**src/rtl/sbox_share_sched.sv**
```systemverilog
// sbox_share_sched: shares one external 32-bit S-box slice between the AES-128
// state path (SubBytes, four column passes) and the key path (SubWord, one pass).
// Ports:
//   clk, rst        clock (rising edge), asynchronous active-high reset
//   st_req/st_in    state SubBytes request (level) and 128-bit input
//   st_done/st_out  one-cycle completion pulse and held 128-bit result
//   kw_req/kw_in    key SubWord request (level) and 32-bit input
//   kw_done/kw_out  one-cycle completion pulse and held 32-bit result
//   sb_in/sb_out    drive to / combinational result from the shared S-box slice
//   busy            high while a job is running or completing
module sbox_share_sched (
   input  logic         clk,
   input  logic         rst,
   input  logic         st_req,
   input  logic [127:0] st_in,
   output logic         st_done,
   output logic [127:0] st_out,
   input  logic         kw_req,
   input  logic [31:0]  kw_in,
   output logic         kw_done,
   output logic [31:0]  kw_out,
   output logic [31:0]  sb_in,
   input  logic [31:0]  sb_out,
   output logic         busy
);

   localparam int unsigned BLK_W  = 128;
   localparam int unsigned WORD_W = 32;
   localparam int unsigned CNT_W  = 2;
   localparam int unsigned RES_W  = BLK_W - WORD_W;

   typedef enum logic [1:0] {
      IDLE   = 2'd0,
      ST_RUN = 2'd1,
      KW_RUN = 2'd2,
      DONE   = 2'd3
   } state_t;

   state_t              state, state_d;
   logic [CNT_W-1:0]    cnt, cnt_d;
   logic                last_kw, last_kw_d;
   logic [BLK_W-1:0]    st_buf, st_buf_d;
   logic [WORD_W-1:0]   kw_buf, kw_buf_d;
   logic [RES_W-1:0]    res, res_d;
   logic [BLK_W-1:0]    st_out_d;
   logic [WORD_W-1:0]   kw_out_d;
   logic [WORD_W-1:0]   sb_in_d;
   logic                st_done_d, kw_done_d, busy_d;

   // Column select: column 0 is the most significant word.
   function automatic logic [WORD_W-1:0] col(input logic [BLK_W-1:0] b,
                                             input logic [CNT_W-1:0] i);
      logic [WORD_W-1:0] w;
      case (i)
         2'd0:    w = b[127:96];
         2'd1:    w = b[95:64];
         2'd2:    w = b[63:32];
         default: w = b[31:0];
      endcase
      return w;
   endfunction

   // State and datapath registers.
   always_ff @(posedge clk or posedge rst) begin
      if (rst) begin
         state   <= IDLE;
         cnt     <= '0;
         last_kw <= 1'b0;
         st_buf  <= '0;
         kw_buf  <= '0;
         res     <= '0;
         st_out  <= '0;
         kw_out  <= '0;
         sb_in   <= '0;
         st_done <= 1'b0;
         kw_done <= 1'b0;
         busy    <= 1'b0;
      end else begin
         state   <= state_d;
         cnt     <= cnt_d;
         last_kw <= last_kw_d;
         st_buf  <= st_buf_d;
         kw_buf  <= kw_buf_d;
         res     <= res_d;
         st_out  <= st_out_d;
         kw_out  <= kw_out_d;
         sb_in   <= sb_in_d;
         st_done <= st_done_d;
         kw_done <= kw_done_d;
         busy    <= busy_d;
      end
   end

   // Next-state and next-output logic. sb_in is registered, so each branch
   // loads the word the S-box must see during the following cycle.
   always_comb begin
      state_d   = state;
      cnt_d     = cnt;
      last_kw_d = last_kw;
      st_buf_d  = st_buf;
      kw_buf_d  = kw_buf;
      res_d     = res;
      st_out_d  = st_out;
      kw_out_d  = kw_out;
      sb_in_d   = '0;
      st_done_d = 1'b0;
      kw_done_d = 1'b0;
      busy_d    = busy;

      case (state)
         IDLE: begin
            // Round robin on contention: state wins only if key went last.
            if (st_req && (!kw_req || last_kw)) begin
               st_buf_d  = st_in;
               cnt_d     = '0;
               last_kw_d = 1'b0;
               sb_in_d   = col(st_in, 2'd0);
               busy_d    = 1'b1;
               state_d   = ST_RUN;
            end else if (kw_req) begin
               kw_buf_d  = kw_in;
               last_kw_d = 1'b1;
               sb_in_d   = kw_in;
               busy_d    = 1'b1;
               state_d   = KW_RUN;
            end
         end

         ST_RUN: begin
            cnt_d = CNT_W'(cnt + 2'd1);
            case (cnt)
               2'd0: begin
                  res_d[95:64] = sb_out;
                  sb_in_d      = col(st_buf, 2'd1);
               end
               2'd1: begin
                  res_d[63:32] = sb_out;
                  sb_in_d      = col(st_buf, 2'd2);
               end
               2'd2: begin
                  res_d[31:0]  = sb_out;
                  sb_in_d      = col(st_buf, 2'd3);
               end
               default: begin
                  // Last column goes straight into the output word.
                  st_out_d  = {res, sb_out};
                  st_done_d = 1'b1;
                  state_d   = DONE;
               end
            endcase
         end

         KW_RUN: begin
            kw_out_d  = sb_out;
            kw_done_d = 1'b1;
            state_d   = DONE;
         end

         DONE: begin
            busy_d  = 1'b0;
            state_d = IDLE;
         end

         default: begin
            state_d = IDLE;
         end
      endcase
   end

endmodule

```
**config.mk**
```make
export PLATFORM = sky130hd
export DESIGN_NAME = sbox_share_sched
export DESIGN_NICKNAME = d
export VERILOG_FILES = /design/src/rtl/sbox_share_sched.sv
export SDC_FILE = /design/constraint.sdc
export NUM_CORES = 1
export LEC_CHECK = 0
export BUFFER_PORTS_ARGS = -buffer_cell sky130_fd_sc_hd__buf_4
export CAP_MARGIN = 20
export CORE_UTILIZATION = 53
export CTS_BUF_LIST = sky130_fd_sc_hd__clkbuf_4 sky130_fd_sc_hd__clkbuf_8 sky130_fd_sc_hd__clkbuf_16
export DETAILED_ROUTE_END_ITERATION = 8
export PLACE_DENSITY = 0.8
export SLEW_MARGIN = 20
export SYNTH_ARGS = -nofsm -noshare
export SYNTH_HDL_FRONTEND = slang
export SYNTH_SLANG_ARGS = --single-unit
```
**constraint.sdc**
```tcl
create_clock -name clk -period 17.1 [get_ports clk]
set_input_delay 5.13 -clock clk [delete_from_list [all_inputs] [get_ports clk]]
set_output_delay 5.13 -clock clk [all_outputs]
set_load 0.01 [all_outputs]
```
==> metrics.txt, run 1 <==
Final Hold Fails 0; maximum clock rate between 150 and 200 MHz; number of global-route vias before repair ~10000; hold slack 0.486 ns; min-delay worst type flop to flop; Slew HR 27.1%; HPWL Detailed roughly 24 mm; clk_lat worst skew around 0.53 ns; multi-input logic area about 5000 sq um; Synth cell types 26; DRT antenna net count 0; Routed WL between 30 and 40 mm; clk buf depth 3; Via-to-Cell Ratio about 5.5; Crit Path Class input port to flop; Crit path arrival time 7.05 ns; drt first pass iters 6; Reg area 9810 sq um; Final Critical Period ~6.7 ns; Worst setup EP type flop; fillers between 1500 and 2000; cts bufs inserted 40; RSZ-0062 raised after global routing no; initial antenna violation count 1; final number of setup-violating endpoints 0; average routed wire per standard cell approximately 21 um; final setup margin ~10 ns; Die X roughly 170 um; # port buffers approximately 400; # nets final around 1500; Synth Register Bits between 300 and 400; starting density of the core 54.3%; Die Height around 170 um; sequential area share after synthesis roughly 65%; Via Count 9531; Ys Warns 0; DRC 0; ys async rst share 100%; MaxCap Viol Count 0; Placer Congestion ~0.81; Final period util 38.9%; fraction of layout cells with a size suffix above 1 about three fifths; most common cell in the netlist dfrtp_1; Gate Count Post-Synth ~950; Worst Skew around 0.016 ns; first-pass GRT wire length between 50 and 60 mm; Synth area leaders dfrtp_1 65%, mux2_2 26%, a221o_1 2.1%; CTS tree done; Worst Path Max Fanout 97; top-area cell type share of the netlist area 64.7%; VDD IR max 0.000100 V; Post-CTS Repair Setup Buffers 0; Clk pin slew, worst setup/hold paths 0.06 ns; detailed router's first-iteration violation count 626; gr ovfl total 0; Hold Buf Count CTS 0; status completed; syn nets between 1000 and 1500; CP required 17.50 ns; pin count of the biggest net entering global routing 191; CTS Sinks 392; CTS Root Cell clkbuf_16; Post-Syn Area ~15000 sq um; Startpoint Class input port; Post-synth top cells 392 x dfrtp_1, 352 x mux2_2, 33 x nor2_1, 32 x a221o_1, 32 x a222oi_1; Post-synth top flop dfrtp_1; EDFF count, synth 0; Setup TNS Final 0 ns; area growth from synthesis to layout 30.2%; slew at the pin closest to its max-slew limit between 1 and 1.5 ns; row cnt 61; I/O pin count ~390; Leak ~9 nW; Avg Cell Area, Syn 16.0 sq um; die area about 30000 sq um; Core Region about 28000 sq um; Pins Over Slew Limit 0; Total GRT Usage 25.3%; post-cts resize count 0; PwrDens about 200 nW/um^2; worst slack, placed a little under 10 ns; H-tree levels 2; biggest area consumer among synthesized cells dfrtp_1
-- registers in the layout, indices dropped and copies added, names as in the netlist, 2 cells and up --
| register | cells |
|---|---|
| res | 96 |
| cnt | 2 |
| st_buf | 96 |
| sb_in | 32 |
| kw_out | 32 |
| state | 2 |
| st_out | 128 |
-- critical path, stage by stage --
cell and delay [ns]:
buf_4 0.13, nand2b_1 0.09, and3_4 0.49, buf_6 0.66, mux2_2 0.42
-- cells in the final DEF (no fill, tap or decap), types with 3 or more instances in the layout --
cell / count
o21ai_0: 3
a221o_1: 32
buf_4: 396
ha_1: 7
nand2_2: 4
nor2_1: 33
nand2b_1: 3
clkbuf_16: 41
clkbuf_8: 16
a222oi_1: 32
clkbuf_4: 11
mux2_2: 352
nand2_1: 4
a21oi_1: 3
dfrtp_1: 392
inv_1: 7
-- per-stage QoR --
step,instances,cell area (sq um),utilization [%],power (mW)
2_1_floorplan,947,15200,-,2.47
3_3_place_gp,1662,18300,65.7,3.02
3_5_place_dp,1662,18300,65.7,3.09
4_1_cts,1733,19700,70.6,3.99
5_1_grt,1735,19800,70.7,4.18
6_report,1735,19800,70.7,3.96
-- worst paths after layout --
| path | startpoint | end | slack, ns | depth (start not counted) |
|---|---|---|---|---|
| max | kw_req | st_buf[16]$_DFFE_PP0P_ | 10.45 | 5 |
| min | res[30]$_DFFE_PP0P_ | st_out[62]$_DFFE_PP0P_ | 0.49 | 1 |
| max reg2reg | state[1]$_DFFE_PP0P_ | st_out[98]$_DFFE_PP0P_ | 13.47 | 6 |
| min reg2reg | res[30]$_DFFE_PP0P_ | st_out[62]$_DFFE_PP0P_ | 0.49 | 1 |
| max in group asynchronous | rst | st_buf[75]$_DFFE_PP0P_ | 10.75 | 4 |
| min in group asynchronous | rst | kw_out[26]$_DFFE_PP0P_ | 4.79 | 2 |
-- routing by layer --
layer  vias up  wire length, um  global-route usage, %
met5         -                0                      0
met1      4893            13900                   30.3
met2       345            18500                   43.5
met4         0              916                   8.11
li1       4234                -                      -
met3        59             3160                   7.78
-- cells by family (layout without fill, tap and decap cells) --
family | count (synthesis) | count (layout) | share of synthesized area [%]
adders and majority gates | 8 | 8 | 0.660
muxes | 352 | 352 | 26.1
DFF | 392 | 392 | 64.7
and+or+nand+nor | 46 | 46 | 1.24
AOI/OAI and AO/OA | 79 | 79 | 4.88
buffers and inverters | 70 | 479 | 2.43
other | 0 | 1 | 0
-- where the power goes --
part           total, mW  internal, mW  switching, mW
combinational       1.44         0.822          0.620
sequential          1.63          1.39          0.241
clock              0.885         0.542          0.343
-- cell type report --
type / instances / share of cell area [%]
Sequential cell: 392 / 49.7
Inverter: 9 / 0.215
Multi-Input combinational cell: 485 / 25.4
Clock inverter: 3 / 0.241
Timing Repair Buffer: 399 / 15.3
Clock buffer: 68 / 6.73
Antenna cell: 1 / 0.0127
Tap cell: 378 / 2.39
Power figures use the tool's default switching activity.
==> run 2: changes to the inputs <==
- ABC_AREA: not set -> 1
- clock period: 17.1 -> 6.6 ns (I/O delays scaled with it)
==> metrics.txt, run 2 <==
maximum clock rate between 200 and 250 MHz; H-tree levels 2; clk buf depth 3; Hold Buf Count CTS 0; Post-CTS Repair Setup Buffers 0; clk_lat worst skew ~0.53 ns; min-delay worst type flop to flop; gr ovfl total 0; syn nets ~2000; GR Layer Usage met2 between 40% and 50%; sequential area share after synthesis a little over three fifths; Synth area leaders dfrtp_1 63%, nand2_1 21%, o21ai_0 4.1%; Final Non-Filler Cells 2518; Via Count around 13000; Routed WL approximately 42 mm; Final Critical Period slightly above 4 ns; Largest regs st_out x128, res x96, st_buf x96; PwrDens between 400 and 500 nW/um^2; Slew HR 34.8%; Final Hold Fails 0; Startpoint Class input port; Ys Warns 0; initial antenna violation count 0; detailed router's first-iteration violation count around 1200; Core Region about 29000 sq um; Most Crowded Layer GR met2; Worst Path Max Fanout 97; ys async rst share between 90% and 100%; CTS Root Cell clkbuf_16; Final period util between 60% and 70%; post-cts resize count 0; Worst Skew roughly 0.014 ns; Avg Cell Area, Syn slightly below 9 sq um; DRC 0; area growth from synthesis to layout 27.9%; row cnt just over 60; CTS tree done; commonest non-fill, non-tap cells in the layout 880 x nand2_1, 402 x buf_4, 392 x dfrtp_1; # port buffers 390; top-area cell type share of the netlist area 62.5%; Die Height 174 um; M3 GR Usage around 5.6%; Final Power a little under 10 mW; fraction of layout cells with a size suffix above 1 22.8%; Post-synth top cells 883 x nand2_1, 392 x dfrtp_1, 130 x o21ai_0, 68 x nand3_1, 57 x clkbuf_1; RSZ-0062 raised after global routing no; # nets final about 2300; CTS Sinks 392; EDFF count, synth 0; Total GRT Usage 28.0%; Via-to-Cell Ratio between 5 and 6; Die X ~170 um; VDD IR max 0.000241 V; Gate Count Post-Synth between 1500 and 2000; met1 Usage GRT a little over a third; final setup margin 2.58 ns; Placer Congestion between 0.8 and 0.9; I/O pin count between 300 and 400; worst slack, placed 1.53 ns; fillers 2247; number of global-route vias before repair 13000; Biggest register st_out; DRT antenna net count 0; first-pass GRT wire length about 67 mm; average routed wire per standard cell 16.8 um; final number of setup-violating endpoints 0; Crit Path Class input port to flop; Pins Over Slew Limit 0; commonest non-fill, non-tap cell in the layout nand2_1; MaxCap Viol Count 0; status completed; drt first pass iters 7; cts bufs inserted 39; CP required 7.05 ns; biggest area consumer among synthesized cells dfrtp_1; diode count 0; Leak about 11 nW; Post-synth top flop dfrtp_1; starting density of the core between 50% and 60%; HPWL Detailed ~27 mm; Crit path arrival time 4.47 ns; Worst setup EP type flop; slew at the pin closest to its max-slew limit between 0.9 and 1 ns; max reg flops approximately 130; Synth Register Bits 392; Post-Syn Area roughly 16000 sq um; Synth cell types 21; die area slightly above 30000 sq um; Placed Cells roughly 2400; Clk pin slew, worst setup/hold paths roughly 0.06 ns; pin count of the biggest net entering global routing between 150 and 200; most common cell in the netlist nand2_1
==> run 2: cell type report <==
cell class	instances	area, sq um	share of cell area [%]
Sequential cell	392	9810	48.9
Multi-Input combinational cell	1226	5220	26.0
Timing Repair Buffer	404	3060	15.2
Clock buffer	58	1210	6.04
Tap cell	384	480	2.39
Inverter	43	168	0.836
Clock inverter	11	120	0.599
==> run 2: kinds of logic (layout without fill, tap and decap cells) <==
| kind of cell | after synthesis | after routing | synth area share (%) |
|---|---|---|---|
| and+or+nand+nor | 1055 | 1055 | 27.2 |
| adders and majority gates | 8 | 8 | 0.638 |
| AOI/OAI and AO/OA | 163 | 163 | 5.20 |
| DFF | 392 | 392 | 62.5 |
| buffers and inverters | 154 | 516 | 4.47 |
==> run 2: critical path: stages <==
cell and delay (ns):
buf_4 0.23, nand2_4 0.43, nand3_4 0.60, inv_4 0.94, nand2_1 0.14, nand2_1 0.10
==> run 2: path summary, 6_finish.rpt <==
path	startpoint	to	slack (ns)	cells past startpoint
max	kw_req	st_buf[23]$_DFFE_PP0P_	2.58	6
min	res[68]$_DFFE_PP0P_	st_out[100]$_DFFE_PP0P_	0.47	2
max reg2reg	state[1]$_DFFE_PP0P_	st_out[46]$_DFFE_PP0P_	3.35	7
min reg2reg	res[68]$_DFFE_PP0P_	st_out[100]$_DFFE_PP0P_	0.47	2
max in group asynchronous	rst	st_out[65]$_DFFE_PP0P_	3.53	3
min in group asynchronous	rst	sb_in[26]$_DFF_PP0_	1.63	2
==> run 2: metal layers <==
| metal | part of all wire (%) | wire length (um) | up-vias |
|---|---|---|---|
| met4 | 3.3 | 1390 | 0 |
| met3 | 8.2 | 3470 | 85 |
| met1 | 40 | 16800 | 6457 |
| met2 | 49 | 20600 | 572 |
| li1 | - | - | 6256 |
| met5 | 0 | 0 | - |
==> run 2: metrics by stage <==
step           util, %  instance area (sq um)  hold slack [ns]  TNS (ns)
2_1_floorplan        -                  15700            0.442   -256.32
3_3_place_gp      64.6                  18700            0.449         0
3_5_place_dp      64.6                  18700            0.451         0
4_1_cts           69.2                  20000            0.468         0
5_1_grt           69.4                  20100            0.477         0
6_report          69.4                  20100            0.466         0
==> run 2: where the power goes <==
| part | internal [mW] | total (mW) | leakage (nW) | switching (mW) |
|---|---|---|---|---|
| Clock | 1.35 | 2.25 | 0.674 | 0.904 |
| Combinational | 1.39 | 3.34 | 5.35 | 1.95 |
| Sequential | 3.52 | 4.13 | 4.84 | 0.615 |
